--- config.mk ---
export PLATFORM = sky130hd
export DESIGN_NAME = alu_seq_flat
export DESIGN_NICKNAME = d
export VERILOG_FILES = /design/src/rtl/alu_pkg.sv /design/src/rtl/alu_seq_if.sv /design/src/rtl/alu_muldiv_iter.sv /design/src/rtl/alu_seq.sv /design/src/flat_wrapper.sv
export SDC_FILE = /design/constraint.sdc
export NUM_CORES = 1
export LEC_CHECK = 0
export ABC_AREA = 1
export BUFFER_PORTS_ARGS = -buffer_cell sky130_fd_sc_hd__buf_2
export CORE_MARGIN = 2
export CORE_UTILIZATION = 28
export DETAILED_ROUTE_END_ITERATION = 8
export MAX_ROUTING_LAYER = met4
export PLACE_DENSITY_LB_ADDON = 0.3
export SYNTH_ARGS = -nofsm -noshare
export SYNTH_HDL_FRONTEND = slang
export SYNTH_SLANG_ARGS = --single-unit
--- constraint.sdc ---
create_clock -name clk -period 4.66 [get_ports clk]
set_input_delay 0.233 -clock clk [delete_from_list [all_inputs] [get_ports clk]]
set_output_delay 0.233 -clock clk [all_outputs]
set_load 0.02 [all_outputs]
--- src/rtl/alu_pkg.sv ---
// Shared op codes, FSM encoding and flag layout for the sequential ALU.
package alu_pkg;

  // Base group: ctrl[4]=0, operation in ctrl[3:0]
  localparam logic [4:0] OP_ADD   = 5'b00000;
  localparam logic [4:0] OP_SUB   = 5'b00001;
  localparam logic [4:0] OP_EQ    = 5'b00010;
  localparam logic [4:0] OP_NEQ   = 5'b00011;
  localparam logic [4:0] OP_AND   = 5'b00100;
  localparam logic [4:0] OP_OR    = 5'b00101;
  localparam logic [4:0] OP_ADDA  = 5'b00110;
  localparam logic [4:0] OP_XOR   = 5'b00111;
  localparam logic [4:0] OP_SLL   = 5'b01000;
  localparam logic [4:0] OP_SRL   = 5'b01001;
  localparam logic [4:0] OP_SRA   = 5'b01010;
  localparam logic [4:0] OP_SLTU  = 5'b01100;
  localparam logic [4:0] OP_SLT   = 5'b01111;

  // Mul/div group: ctrl[4]=1, ctrl[3:2] don't care, operation in ctrl[1:0]
  localparam logic [4:0] OP_MUL   = 5'b10000;
  localparam logic [4:0] OP_MULHU = 5'b10001;
  localparam logic [4:0] OP_DIVU  = 5'b10010;
  localparam logic [4:0] OP_REMU  = 5'b10011;

  localparam int FLG_Z = 0;
  localparam int FLG_S = 1;
  localparam int FLG_V = 2;
  localparam int FLG_C = 3;

  typedef enum logic [1:0] {
    ST_IDLE = 2'd0,
    ST_CALC = 2'd1,
    ST_DONE = 2'd2
  } state_t;

  function automatic logic [3:0] pack_flags(input logic c, input logic v,
                                            input logic s, input logic z);
    logic [3:0] f;
    f        = 4'b0000;
    f[FLG_C] = c;
    f[FLG_V] = v;
    f[FLG_S] = s;
    f[FLG_Z] = z;
    return f;
  endfunction

endpackage

--- src/rtl/alu_seq_if.sv ---
// Issue/writeback handshake bundle between the core and the sequential ALU.
interface alu_seq_if #(
  parameter int N = 32
) ();

  logic         in_valid;
  logic         in_ready;
  logic [N-1:0] A;
  logic [N-1:0] B;
  logic [4:0]   ctrl;
  logic         out_valid;
  logic         out_ready;
  logic [N-1:0] result;
  logic [3:0]   flags;

  modport master (
    output in_valid, A, B, ctrl, out_ready,
    input  in_ready, out_valid, result, flags
  );

  modport slave (
    input  in_valid, A, B, ctrl, out_ready,
    output in_ready, out_valid, result, flags
  );

endinterface

--- src/rtl/alu_muldiv_iter.sv ---
// Iterative unsigned multiply (shift-add) and restoring divide, one bit per
// clock. N iterations after start; done_o marks the last one and res_o then
// carries the value that iteration produces, so the caller can register it
// on the same edge.
module alu_muldiv_iter
  import alu_pkg::*;
#(
  parameter int N = 32
) (
  input  logic         clk,
  input  logic         rst,
  input  logic         start_i,
  input  logic [N-1:0] a_i,
  input  logic [N-1:0] b_i,
  input  logic [4:0]   op_i,
  output logic         done_o,
  output logic [N-1:0] res_o
);

  localparam int            CW       = $clog2(N);
  localparam logic [CW-1:0] CNT_LAST = CW'(N - 1);

  logic            busy_q;
  logic [CW-1:0]   cnt_q;
  logic [2*N-1:0]  acc_q, acc_d;
  logic [N-1:0]    opa_q;
  logic [N-1:0]    opb_q, opb_d;
  logic [4:0]      op_q;
  logic            is_div;
  logic [N:0]      rem_sh, rem_diff;
  logic            quo_bit;

  // acc holds {remainder, quotient} for divide and the growing product for multiply
  assign is_div = (op_q == OP_DIVU) || (op_q == OP_REMU);

  // One iteration of whichever algorithm is loaded
  always_comb begin
    rem_sh   = {acc_q[2*N-1:N], acc_q[N-1]};
    rem_diff = rem_sh - {1'b0, opb_q};
    quo_bit  = ~rem_diff[N];
    acc_d    = acc_q;
    opb_d    = opb_q;
    if (is_div) begin
      acc_d = {(quo_bit ? rem_diff[N-1:0] : rem_sh[N-1:0]), acc_q[N-2:0], quo_bit};
    end else begin
      // MSB-first multiplier scan: shift product left, add A when bit set
      acc_d = {acc_q[2*N-2:0], 1'b0} + (opb_q[N-1] ? {{N{1'b0}}, opa_q} : {(2*N){1'b0}});
      opb_d = {opb_q[N-2:0], 1'b0};
    end
  end

  // High half is the product high word or the remainder; low half the rest
  always_comb begin
    case (op_q)
      OP_MULHU, OP_REMU: res_o = acc_d[2*N-1:N];
      default:           res_o = acc_d[N-1:0];
    endcase
  end

  assign done_o = busy_q && (cnt_q == CNT_LAST);

  // Load on start, then iterate until the counter reaches its last step
  always_ff @(posedge clk or posedge rst) begin
    if (rst) begin
      busy_q <= 1'b0;
      cnt_q  <= '0;
      acc_q  <= '0;
      opa_q  <= '0;
      opb_q  <= '0;
      op_q   <= OP_MUL;
    end else if (start_i) begin
      busy_q <= 1'b1;
      cnt_q  <= '0;
      opa_q  <= a_i;
      opb_q  <= b_i;
      op_q   <= op_i;
      acc_q  <= ((op_i == OP_DIVU) || (op_i == OP_REMU)) ? {{N{1'b0}}, a_i} : '0;
    end else if (busy_q) begin
      acc_q <= acc_d;
      opb_q <= opb_d;
      if (done_o) begin
        busy_q <= 1'b0;
        cnt_q  <= '0;
      end else begin
        cnt_q <= cnt_q + CW'(1);
      end
    end
  end

endmodule

--- src/rtl/alu_seq.sv ---
// Handshaked ALU: single-cycle base ops plus an iterative mul/div group.
//
//   state   | meaning
//   --------+-----------------------------------------------------------
//   ST_IDLE | empty, ready for a new op
//   ST_CALC | mul/div iterating, input side stalled
//   ST_DONE | result/flags presented, held until out_ready
module alu_seq
  import alu_pkg::*;
#(
  parameter int N   = 32,
  parameter int SHW = $clog2(N)
) (
  input logic      clk,
  input logic      rst,
  alu_seq_if.slave bus
);

  state_t         state_q;
  logic [N-1:0]   result_q;
  logic [3:0]     flags_q;
  logic           out_valid_q;

  logic           in_ready;
  logic           accept;
  logic           md_start;
  logic           md_done;
  logic [N-1:0]   md_res;

  logic [N:0]     add_sum, sub_dif;
  logic           add_v, sub_v;
  logic [SHW-1:0] shamt;
  logic [N-1:0]   base_res_d;
  logic           base_c_d, base_v_d;
  logic [3:0]     base_flg_d;

  assign in_ready = (state_q == ST_IDLE) || ((state_q == ST_DONE) && bus.out_ready);
  assign accept   = bus.in_valid && in_ready;
  assign md_start = accept && bus.ctrl[4];

  assign bus.in_ready  = in_ready;
  assign bus.out_valid = out_valid_q;
  assign bus.result    = result_q;
  assign bus.flags     = flags_q;

  // Base-op datapath; unlisted codes fall through to ADD
  always_comb begin
    add_sum    = {1'b0, bus.A} + {1'b0, bus.B};
    sub_dif    = {1'b0, bus.A} + {1'b0, ~bus.B} + {{N{1'b0}}, 1'b1};
    add_v      = (bus.A[N-1] == bus.B[N-1]) && (add_sum[N-1] != bus.A[N-1]);
    sub_v      = (bus.A[N-1] != bus.B[N-1]) && (sub_dif[N-1] != bus.A[N-1]);
    shamt      = bus.B[SHW-1:0];
    base_res_d = add_sum[N-1:0];
    base_c_d   = add_sum[N];
    base_v_d   = add_v;
    case ({1'b0, bus.ctrl[3:0]})
      OP_SUB: begin
        base_res_d = sub_dif[N-1:0];
        base_c_d   = sub_dif[N];
        base_v_d   = sub_v;
      end
      OP_ADDA: base_res_d = {add_sum[N-1:1], 1'b0};
      OP_EQ: begin
        base_res_d = {{(N-1){1'b0}}, (bus.A == bus.B)};
        base_c_d   = 1'b0;
        base_v_d   = 1'b0;
      end
      OP_NEQ: begin
        base_res_d = {{(N-1){1'b0}}, (bus.A != bus.B)};
        base_c_d   = 1'b0;
        base_v_d   = 1'b0;
      end
      OP_AND: begin
        base_res_d = bus.A & bus.B;
        base_c_d   = 1'b0;
        base_v_d   = 1'b0;
      end
      OP_OR: begin
        base_res_d = bus.A | bus.B;
        base_c_d   = 1'b0;
        base_v_d   = 1'b0;
      end
      OP_XOR: begin
        base_res_d = bus.A ^ bus.B;
        base_c_d   = 1'b0;
        base_v_d   = 1'b0;
      end
      OP_SLL: begin
        base_res_d = bus.A << shamt;
        base_c_d   = 1'b0;
        base_v_d   = 1'b0;
      end
      OP_SRL: begin
        base_res_d = bus.A >> shamt;
        base_c_d   = 1'b0;
        base_v_d   = 1'b0;
      end
      OP_SRA: begin
        base_res_d = $signed(bus.A) >>> shamt;
        base_c_d   = 1'b0;
        base_v_d   = 1'b0;
      end
      OP_SLTU: begin
        base_res_d = {{(N-1){1'b0}}, (bus.A < bus.B)};
        base_c_d   = 1'b0;
        base_v_d   = 1'b0;
      end
      OP_SLT: begin
        base_res_d = {{(N-1){1'b0}}, ($signed(bus.A) < $signed(bus.B))};
        base_c_d   = 1'b0;
        base_v_d   = 1'b0;
      end
      default: ;
    endcase
    base_flg_d = pack_flags(base_c_d, base_v_d, base_res_d[N-1], (base_res_d == '0));
  end

  // ctrl[3:2] are normalised away so the iterator only sees the four group codes
  alu_muldiv_iter #(.N(N)) u_muldiv (
    .clk     (clk),
    .rst     (rst),
    .start_i (md_start),
    .a_i     (bus.A),
    .b_i     (bus.B),
    .op_i    ({3'b100, bus.ctrl[1:0]}),
    .done_o  (md_done),
    .res_o   (md_res)
  );

  // Control FSM with registered result, flags and out_valid
  always_ff @(posedge clk or posedge rst) begin
    if (rst) begin
      state_q     <= ST_IDLE;
      result_q    <= '0;
      flags_q     <= pack_flags(1'b0, 1'b0, 1'b0, 1'b1);
      out_valid_q <= 1'b0;
    end else begin
      case (state_q)
        ST_IDLE, ST_DONE: begin
          if (accept) begin
            if (bus.ctrl[4]) begin
              state_q     <= ST_CALC;
              out_valid_q <= 1'b0;
            end else begin
              state_q     <= ST_DONE;
              result_q    <= base_res_d;
              flags_q     <= base_flg_d;
              out_valid_q <= 1'b1;
            end
          end else if ((state_q == ST_DONE) && bus.out_ready) begin
            state_q     <= ST_IDLE;
            out_valid_q <= 1'b0;
          end
        end
        ST_CALC: begin
          if (md_done) begin
            state_q     <= ST_DONE;
            result_q    <= md_res;
            flags_q     <= pack_flags(1'b0, 1'b0, md_res[N-1], (md_res == '0));
            out_valid_q <= 1'b1;
          end
        end
        default: begin
          state_q     <= ST_IDLE;
          out_valid_q <= 1'b0;
        end
      endcase
    end
  end

endmodule

--- src/flat_wrapper.sv ---
// flat-port wrapper written by rule: the top's interface ports become plain ports
module alu_seq_flat import alu_pkg::*;
#(
  parameter int N   = 32,
  parameter int SHW = $clog2(N)
)
  (clk, rst, bus_in_valid, bus_A, bus_B, bus_ctrl, bus_out_ready, bus_in_ready, bus_out_valid, bus_result, bus_flags);
  alu_seq_if #(.N(N)) bus_i ();
  input logic clk;
  input logic rst;
  input wire logic [$bits(bus_i.in_valid)-1:0] bus_in_valid;
  input wire logic [$bits(bus_i.A)-1:0] bus_A;
  input wire logic [$bits(bus_i.B)-1:0] bus_B;
  input wire logic [$bits(bus_i.ctrl)-1:0] bus_ctrl;
  input wire logic [$bits(bus_i.out_ready)-1:0] bus_out_ready;
  output wire logic [$bits(bus_i.in_ready)-1:0] bus_in_ready;
  output wire logic [$bits(bus_i.out_valid)-1:0] bus_out_valid;
  output wire logic [$bits(bus_i.result)-1:0] bus_result;
  output wire logic [$bits(bus_i.flags)-1:0] bus_flags;
  assign bus_i.in_valid = bus_in_valid;
  assign bus_i.A = bus_A;
  assign bus_i.B = bus_B;
  assign bus_i.ctrl = bus_ctrl;
  assign bus_i.out_ready = bus_out_ready;
  assign bus_in_ready = bus_i.in_ready;
  assign bus_out_valid = bus_i.out_valid;
  assign bus_result = bus_i.result;
  assign bus_flags = bus_i.flags;
  alu_seq #(.N(N), .SHW(SHW)) u_core (.clk(clk), .rst(rst), .bus(bus_i));
endmodule
==> reports/metrics.csv, run 1 <==
metric,value,unit
period_minus_slack,4.32,ns
detailed_place_hpwl,116000,um
critPathLaunchType,register,
synth-edff-count,0,
slew_viol_final,0,
slowest_stage_cell_crit_path,sky130_fd_sc_hd__dfrtp_1,
ys.warnings.count,0,
netlist-cell-type-count,59,
detail_route.wirelength,141000,um
clockRootBuffer,sky130_fd_sc_hd__clkbuf_16,
grt-ovfl-total,0,
fill_cells,10244,
final-setup-viol-count,0,
most_common_cell_after_layout_fill_and_taps_aside,sky130_fd_sc_hd__nand2_1,
critical_path.max_stage_delay,0.66,ns
ant_nets,0,
count_of_state_elements_after_synthesis,173,
finalWeightedCongestion,1.09,
report.final.hold_viol_count,0,
cts_setup_buffers,0,
row_count,109,
drive_above_1_share,0.0641,
fp.coreArea,88100,um^2
comb_power_share,0.725,
final.setup_skew,0.0189,ns
yosysSeqAreaShare,0.174,
drt-pass1-iter-count,9,
critPathArrivalTime,4.76,ns
grt_pass1_wl,201000,um
gr-usage-all-layers,0.312,
drt_iter0_markers,4110,
post-route-period-util,0.928,
effective_utilization_at_floorplan,0.282,
max_freq,0.231,GHz
max_slew_margin,0.306,
post-route-cell-area,27400,um^2
hp-class,input port to register,
maxCapViolations,0,
crit_type,register to register,
tritoncts,built,
pwr_density_cell,633,nW/um^2
buffer_ports.inserted,110,
worst-endpoint-required,5.09,ns
internal-power,6.69,mW
rsz0062_at_grt,false,
cts_inserted_buffers,17,
sw_frac_of_total,0.614,
postSynthNetCount,4707,
total_negative_setup_slacks,0,ns
ys_top_cells_by_area,"sky130_fd_sc_hd__nand2_1 23%, sky130_fd_sc_hd__dfrtp_1 17%, sky130_fd_sc_hd__nand3_1 11%",
vias_per_cell,5.52,
yosys.area.top_type_share,0.231,
syn_to_final_growth,10.4,%
design.portCount,111,
yosys_top_cell_by_area,sky130_fd_sc_hd__nand2_1,
netlist_area,24800,um^2
setup.worst_path.end_class,register,
psw,10.7,mW
syn_avg_cell_area,5.56,um^2
max-vdd-ir-drop,0.418,mV
clk-insertion-delay-late,0.51,ns
synth_top_flop_cell,sky130_fd_sc_hd__dfrtp_1,
max_slew.worst_pin.slew,1.03,ns
power.clock.fraction,0.089,
crit_path_cell_trace,nand2_1 > inv_1 > ha_1 > fa_1 > nand3_1 > nand3_1 > nand2_1 > nand2_1 > nand2_1 > nand2_1 > nand3_1 > nand3_1 > nand2_1 > nand3_1 > nand3_1 > nand2_1 > nor2_1 > nand2_1 > nor2_1 > nand3_1 > nor2_1 > nor2_1 > nor2_1,
floorplan.die_area,91100,um^2
postSynth.asyncResetShare,1.00,
routed_wire_length_per_instance,24.8,um
report.power.total,17.3,mW
critical-path-top-cell-by-count,sky130_fd_sc_hd__nand2_1,
most-common-layout-cells,"1530 x sky130_fd_sc_hd__nand2_1, 561 x sky130_fd_sc_hd__nand3_1, 559 x sky130_fd_sc_hd__inv_1",
route.detailed.drc,0,
fp.dieW,302,um
grt_max_degree,141,
final-instance-count-excl-fill,5692,
numPlacedInstances,5652,
synthCells,4468,
design.final.nets,4747,
critPathMaxFanout,20,
htreeDepth,4,
seqPwrFrac,0.186,
max-clock-path-buffers,2,
die_height,302,um
vias_in_the_first_global_route,29302,
postPlaceCellArea,26800,um^2
initial_antenna_violation_count,12,
outcome,"complete, no violations",
power.leakage,14.4,nW
clk_transition_reported_paths,0.08,ns
cts_sinks,173,
vias,31419,
[logic make-up (layout without fill, tap and decap cells)]
| kind of cell | Yosys count | count (layout) | share of synthesized area |
|---|---|---|---|
| muxes | 4 | 4 | 0.00161 |
| buffers and inverters | 752 | 805 | 0.118 |
| other | 0 | 6 | 0 |
| and+or+nand+nor | 2661 | 2661 | 0.449 |
| adders and majority gates | 166 | 166 | 0.0848 |
| AOI/OAI and AO/OA | 667 | 667 | 0.157 |
| DFF | 173 | 173 | 0.174 |
| xor gates and xnor gates | 45 | 45 | 0.0159 |
[stage by stage]
step / worst slack (ns) / utilization / hold WS (ns)
finish: 0.336 / 0.311 / 0.148
global route: 0.0888 / 0.311 / 0.147
CTS: 0.259 / 0.311 / 0.110
detailed placement: 0.278 / 0.304 / 0.469
global placement: 0.187 / 0.304 / 0.466
floorplan: 1.62 / - / 0.354
[area by class of cell]
class	count	area (um^2)	share of cell area
Antenna cell	6	15.0	0.000548
Clock buffer	17	425	0.0155
Clock inverter	15	186	0.00680
Inverter	576	2170	0.0790
Multi-Input combinational cell	3543	17600	0.642
Sequential cell	173	4330	0.158
Tap cell	1165	1460	0.0532
Timing Repair Buffer	197	1230	0.0450
[worst paths after layout]
kind / endpoint / startpoint / slack (ns) / depth (start not counted)
min in group asynchronous: u_core.bus.out_valid / rst / 0.45 / 4
worst min register to register: u_core.bus.result[12] / u_core.bus.result[12] / 0.49 / 2
worst max register to register: u_core.bus.flags[0] / u_core.u_muldiv.opb_q[31] / 0.34 / 23
worst max-delay path: u_core.bus.flags[0] / u_core.u_muldiv.opb_q[31] / 0.34 / 23
worst min-delay path: u_core.u_muldiv.op_q[0] / bus_ctrl[0] / 0.15 / 3
max in group asynchronous: u_core.u_muldiv.acc_q[45] / rst / 3.20 / 5
[repair_timing]
item,CTS,global route
endpoints found under the setup margin,0,1
resized for setup,0,2
hold buffers,2,0
hold endpoints to repair,34,0
[flip-flops by register name (all words and copies together) (netlist names)]
| name | cells |
|---|---|
| u_core.bus.result | 31 |
| u_core.state_q | 1 |
| u_core.u_muldiv.opa_q | 32 |
| u_core.u_muldiv.busy_q | 1 |
| u_core.bus.out_valid | 1 |
| u_core.u_muldiv.acc_q | 64 |
| u_core.u_muldiv.cnt_q | 5 |
| u_core.bus.flags | 4 |
| u_core.u_muldiv.op_q | 2 |
| u_core.u_muldiv.opb_q | 32 |
[cell usage after synthesis (24+ instances only)]
| master | count |
|---|---|
| sky130_fd_sc_hd__inv_1 | 564 |
| sky130_fd_sc_hd__nand4_1 | 53 |
| sky130_fd_sc_hd__dfrtp_1 | 172 |
| sky130_fd_sc_hd__buf_2 | 48 |
| sky130_fd_sc_hd__xnor2_1 | 24 |
| sky130_fd_sc_hd__nor3_1 | 44 |
| sky130_fd_sc_hd__nor2_1 | 396 |
| sky130_fd_sc_hd__nand3_1 | 561 |
| sky130_fd_sc_hd__o211ai_1 | 82 |
| sky130_fd_sc_hd__o21bai_1 | 25 |
| sky130_fd_sc_hd__clkbuf_1 | 97 |
| sky130_fd_sc_hd__ha_1 | 162 |
| sky130_fd_sc_hd__o21ai_0 | 251 |
| sky130_fd_sc_hd__nand2_1 | 1530 |
| sky130_fd_sc_hd__a21oi_1 | 209 |
[power by group through the flow]
stage                     combinational [mW]  sequential (mW)  clock, mW
after floorplan                         8.12             2.89          0
after global placement                  12.2             3.21          0
after detailed placement                12.2             3.19          0
after CTS                               12.2             3.17       1.56
after global routing                    13.8             3.25       1.62
final                                   12.6             3.22       1.54
[worst max-delay path: cells and delay by family (launching register included)]
| family | cells | cell delay [ns] |
|---|---|---|
| and+or+nand+nor | 20 | 2.87 |
| buffers and inverters | 1 | 0.05 |
| adders and majority gates | 2 | 0.68 |
| DFF | 1 | 0.66 |
[metal layers]
layer | track usage | routed length [um] | up-vias
met5 | - | 0 | -
met4 | 0.151 | 7950 | 0
met3 | 0.0486 | 13600 | 341
met2 | 0.466 | 60300 | 1731
met1 | 0.409 | 59100 | 14747
li1 | - | - | 14600
(Power assumes the default switching activity.)
==> inputs of run 2 (changes only) <==
--- a/config.mk
+++ b/config.mk
@@ -8,9 +8,8 @@
 export ABC_AREA = 1
 export BUFFER_PORTS_ARGS = -buffer_cell sky130_fd_sc_hd__buf_2
-export CORE_MARGIN = 2
+export CORE_MARGIN = 3
 export CORE_UTILIZATION = 28
 export DETAILED_ROUTE_END_ITERATION = 8
 export MAX_ROUTING_LAYER = met4
-export PLACE_DENSITY_LB_ADDON = 0.3
 export SYNTH_ARGS = -nofsm -noshare
 export SYNTH_HDL_FRONTEND = slang
==> constraint.sdc (replaced) <==
create_clock -name clk -period 4.66 [get_ports clk]
set_input_delay 0.233 -clock clk [delete_from_list [all_inputs] [get_ports clk]]
set_output_delay 0.233 -clock clk [all_outputs]
set_load 0.005 [all_outputs]
==> run 2 against run 1 <==
Effect of this change:
- register-to-register slack better by 0.14 ns
- power up 1.9%
- global-route usage up 2.5 points
- design area up 1.4%
- wire length up 12%
- non-clock buffer count up 53
- critical path type unchanged
- critical endpoint unchanged
==> reports/metrics.csv, run 2 (synthesized netlist as in run 1, its figures left out) <==
metric,value,unit,change
outcome,"complete, no violations",,
worst-endpoint-required,5.05,ns,-0.04 ns
finalWeightedCongestion,1.14,,+3.9%
grtUsageMet2,0.499,,+0.0327
crit_type,register to register,,
drive_above_1_share,0.0752,,+0.0111
grt.met1_usage,0.428,,+0.0198
largest-register,u_core.u_muldiv.acc_q,,
rsz0062_at_grt,false,,
final.setup_skew,0.0164,ns,-0.00250 ns
most-common-layout-cells,"1529 x sky130_fd_sc_hd__nand2_1, 561 x sky130_fd_sc_hd__nand3_1, 559 x sky130_fd_sc_hd__inv_1",,
power.leakage,14.7,nW,+1.7%
htreeDepth,4,,unchanged
initial_antenna_violation_count,15,,+3
grt_max_degree,119,,-16%
max-vdd-ir-drop,0.342,mV,-18%
max_freq,0.239,GHz,+3.4%
worst_r2r_path_depth,26,,+13%
psw,10.7,mW,+0.72%
total_negative_setup_slacks,0,ns,unchanged
row_count,108,,-0.92%
effective_utilization_at_floorplan,0.284,,+0.00261
drt-pass1-iter-count,8,,-1
register_area,4330,um^2,unchanged
combined_area_of_the_multi_input_logic_cells,17600,um^2,about the same
clockRootBuffer,sky130_fd_sc_hd__clkbuf_16,,
post_cts.resized_instances,0,,unchanged
cts_sinks,173,,unchanged
setup.worst_path.end_class,register,,
detailed_place_hpwl,131000,um,+13%
sw_frac_of_total,0.607,,-0.00710
hp-class,input port to register,,
clk_transition_reported_paths,0.08,ns,about the same
die_height,304,um,+0.66%
drt_iter0_markers,4682,,+14%
floorplan.die_area,92300,um^2,+1.3%
clk-insertion-delay-late,0.46,ns,-0.05 ns
final-setup-viol-count,0,,unchanged
design.final.nets,4800,,+1.1%
seqPwrFrac,0.181,,-0.005
critPathLaunchType,register,,
largestRegisters,"u_core.u_muldiv.acc_q x64, u_core.u_muldiv.opa_q x32, u_core.u_muldiv.opb_q x32",,
fp.coreArea,87300,um^2,-0.92%
critPathMaxFanout,12,,-40%
hold_path_end,u_core.bus.out_valid,,
grt_pass1_wl,220000,um,+9.2%
pwr_density_cell,636,nW/um^2,+0.52%
ant_nets,0,,unchanged
final-instance-count-excl-fill,5746,,+0.95%
max_slew.worst_pin.slew,1.13,ns,+0.0939 ns
comb_power_share,0.732,,+0.007
most_common_cell_after_layout_fill_and_taps_aside,sky130_fd_sc_hd__nand2_1,,
internal-power,6.94,mW,+3.8%
vias,32016,,+1.9%
hold_path_depth,4,,+1
largest_reg_flops,64,,unchanged
period_minus_slack,4.18,ns,-0.143 ns
power.clock.fraction,0.087,,-0.002
fill_cells,10174,,-0.68%
cts_setup_buffers,0,,unchanged
max-clock-path-buffers,2,,unchanged
post-route-period-util,0.897,,-0.0308
grt_util_met3,0.0539,,+0.00531
maxCapViolations,0,,unchanged
ctsHoldBuffers,1,,-1
max_slew_margin,0.247,,-0.0591
startpoint_of_the_worst_hold_path,bus_out_ready,,
crit_path_start,u_core.u_muldiv.acc_q[31],,
grt-ovfl-total,0,,unchanged
routed_wire_length_per_instance,27.4,um,+11%
buffer_ports.inserted,110,,unchanged
cts_inserted_buffers,17,,unchanged
design.portCount,111,,unchanged
vias_in_the_first_global_route,29859,,+1.9%
syn_to_final_growth,11.9,%,
numPlacedInstances,5696,,+0.78%
route.detailed.drc,0,,unchanged
detail_route.wirelength,157000,um,+12%
globalRoute.busiestLayer,met2,,
timing.rr.end,u_core.bus.flags[0],,
critPathArrivalTime,4.57,ns,-0.19 ns
report.final.hold_viol_count,0,,unchanged
tritoncts,built,,
worst_case_register_to_register_setup_slack,0.48,ns,+0.14 ns
fp.dieW,304,um,+0.66%
vias_per_cell,5.57,,+0.94%
gr-usage-all-layers,0.336,,+0.0246
crit-reg2reg-launch,u_core.u_muldiv.acc_q[31],,
slew_viol_final,0,,unchanged
run 2: cell types whose count changed in the layout (fill, tap and decap cells not counted), moves of 2 or more:
cell,before,now
sky130_fd_sc_hd__buf_4,83,138
sky130_fd_sc_hd__bufinv_16,0,2
sky130_fd_sc_hd__clkbuf_1,0,2
sky130_fd_sc_hd__clkbuf_8,0,2
sky130_fd_sc_hd__clkinv_2,0,2
sky130_fd_sc_hd__clkinv_4,1,3
sky130_fd_sc_hd__clkinv_8,5,0
sky130_fd_sc_hd__diode_2,6,17
sky130_fd_sc_hd__inv_6,4,2
sky130_fd_sc_hd__inv_8,4,1
sky130_fd_sc_hd__nand2_2,9,11
run 2: cell type report:
class | instances | share of cell area
antenna | 17 | 0.00153
inverter | 576 | 0.0779
clock buffer | 21 | 0.0166
multi-input combinational | 3543 | 0.633
timing repair buffer | 250 | 0.0582
sequential | 173 | 0.156
tap | 1155 | 0.0520
clock inverter | 11 | 0.00477
run 2: how the worst max path moves through the flow:
stage	end	slack [ns]	depth (start not counted)
5_1_grt	u_core.bus.flags[0]	0.21	26
3_5_place_dp	u_core.bus.flags[0]	0.49	22
4_1_cts	u_core.bus.flags[0]	0.49	26
6_report	u_core.bus.flags[0]	0.48	26
2_1_floorplan	u_core.bus.flags[0]	1.62	26
3_3_place_gp	u_core.bus.flags[0]	0.34	22
run 2: per-layer routing:
metal | routed length (um) | vias to the layer above
met2 | 67700 | 1879
met1 | 64400 | 15063
met5 | 0 | -
met3 | 14000 | 382
met4 | 11400 | 0
li1 | - | 14692
run 2: power by group through the flow:
stage / clock [mW] / sequential [mW] / combinational [mW]
after floorplan: 0 / 2.72 / 8.11
after global placement: 0 / 3.17 / 12.7
after detailed placement: 0 / 3.18 / 12.6
after CTS: 1.54 / 3.16 / 12.7
after global routing: 1.60 / 3.24 / 14.1
final: 1.54 / 3.20 / 12.9
run 2: worst max-delay path: stages (launching register included):
cell,delay (ns)
sky130_fd_sc_hd__dfrtp_1,0.50
sky130_fd_sc_hd__inv_1,0.17
sky130_fd_sc_hd__ha_1,0.16
sky130_fd_sc_hd__inv_1,0.13
sky130_fd_sc_hd__fa_1,0.48
sky130_fd_sc_hd__nand2_1,0.09
sky130_fd_sc_hd__nand2_1,0.10
sky130_fd_sc_hd__nand3_1,0.11
sky130_fd_sc_hd__nand2_2,0.08
sky130_fd_sc_hd__nand2_1,0.08
sky130_fd_sc_hd__nand2_2,0.09
sky130_fd_sc_hd__nand2_2,0.13
sky130_fd_sc_hd__nand2_4,0.07
sky130_fd_sc_hd__nand2_2,0.09
sky130_fd_sc_hd__nand2_2,0.19
sky130_fd_sc_hd__buf_4,0.27
sky130_fd_sc_hd__nand2_1,0.07
sky130_fd_sc_hd__nand3_1,0.11
sky130_fd_sc_hd__nand3_1,0.31
sky130_fd_sc_hd__nand2_1,0.19
sky130_fd_sc_hd__nor2_1,0.13
sky130_fd_sc_hd__nand2_1,0.10
sky130_fd_sc_hd__nor2_1,0.10
sky130_fd_sc_hd__nand3_1,0.08
sky130_fd_sc_hd__nor2_1,0.12
sky130_fd_sc_hd__nor2_1,0.05
sky130_fd_sc_hd__nor2_1,0.08
run 2: stage by stage:
stage          hold slack [ns]  area, um^2   util  total power [mW]  setup WS (ns)
2_1_floorplan            0.354       24800      -              10.8           1.62
4_1_cts                 0.0301       27800  0.318              17.4          0.489
5_1_grt                 0.0628       27800  0.318              18.9          0.206
6_report                0.0416       27800  0.318              17.7          0.479
3_3_place_gp             0.177       27100  0.311              15.9          0.342
3_5_place_dp             0.177       27100  0.311              15.8          0.487
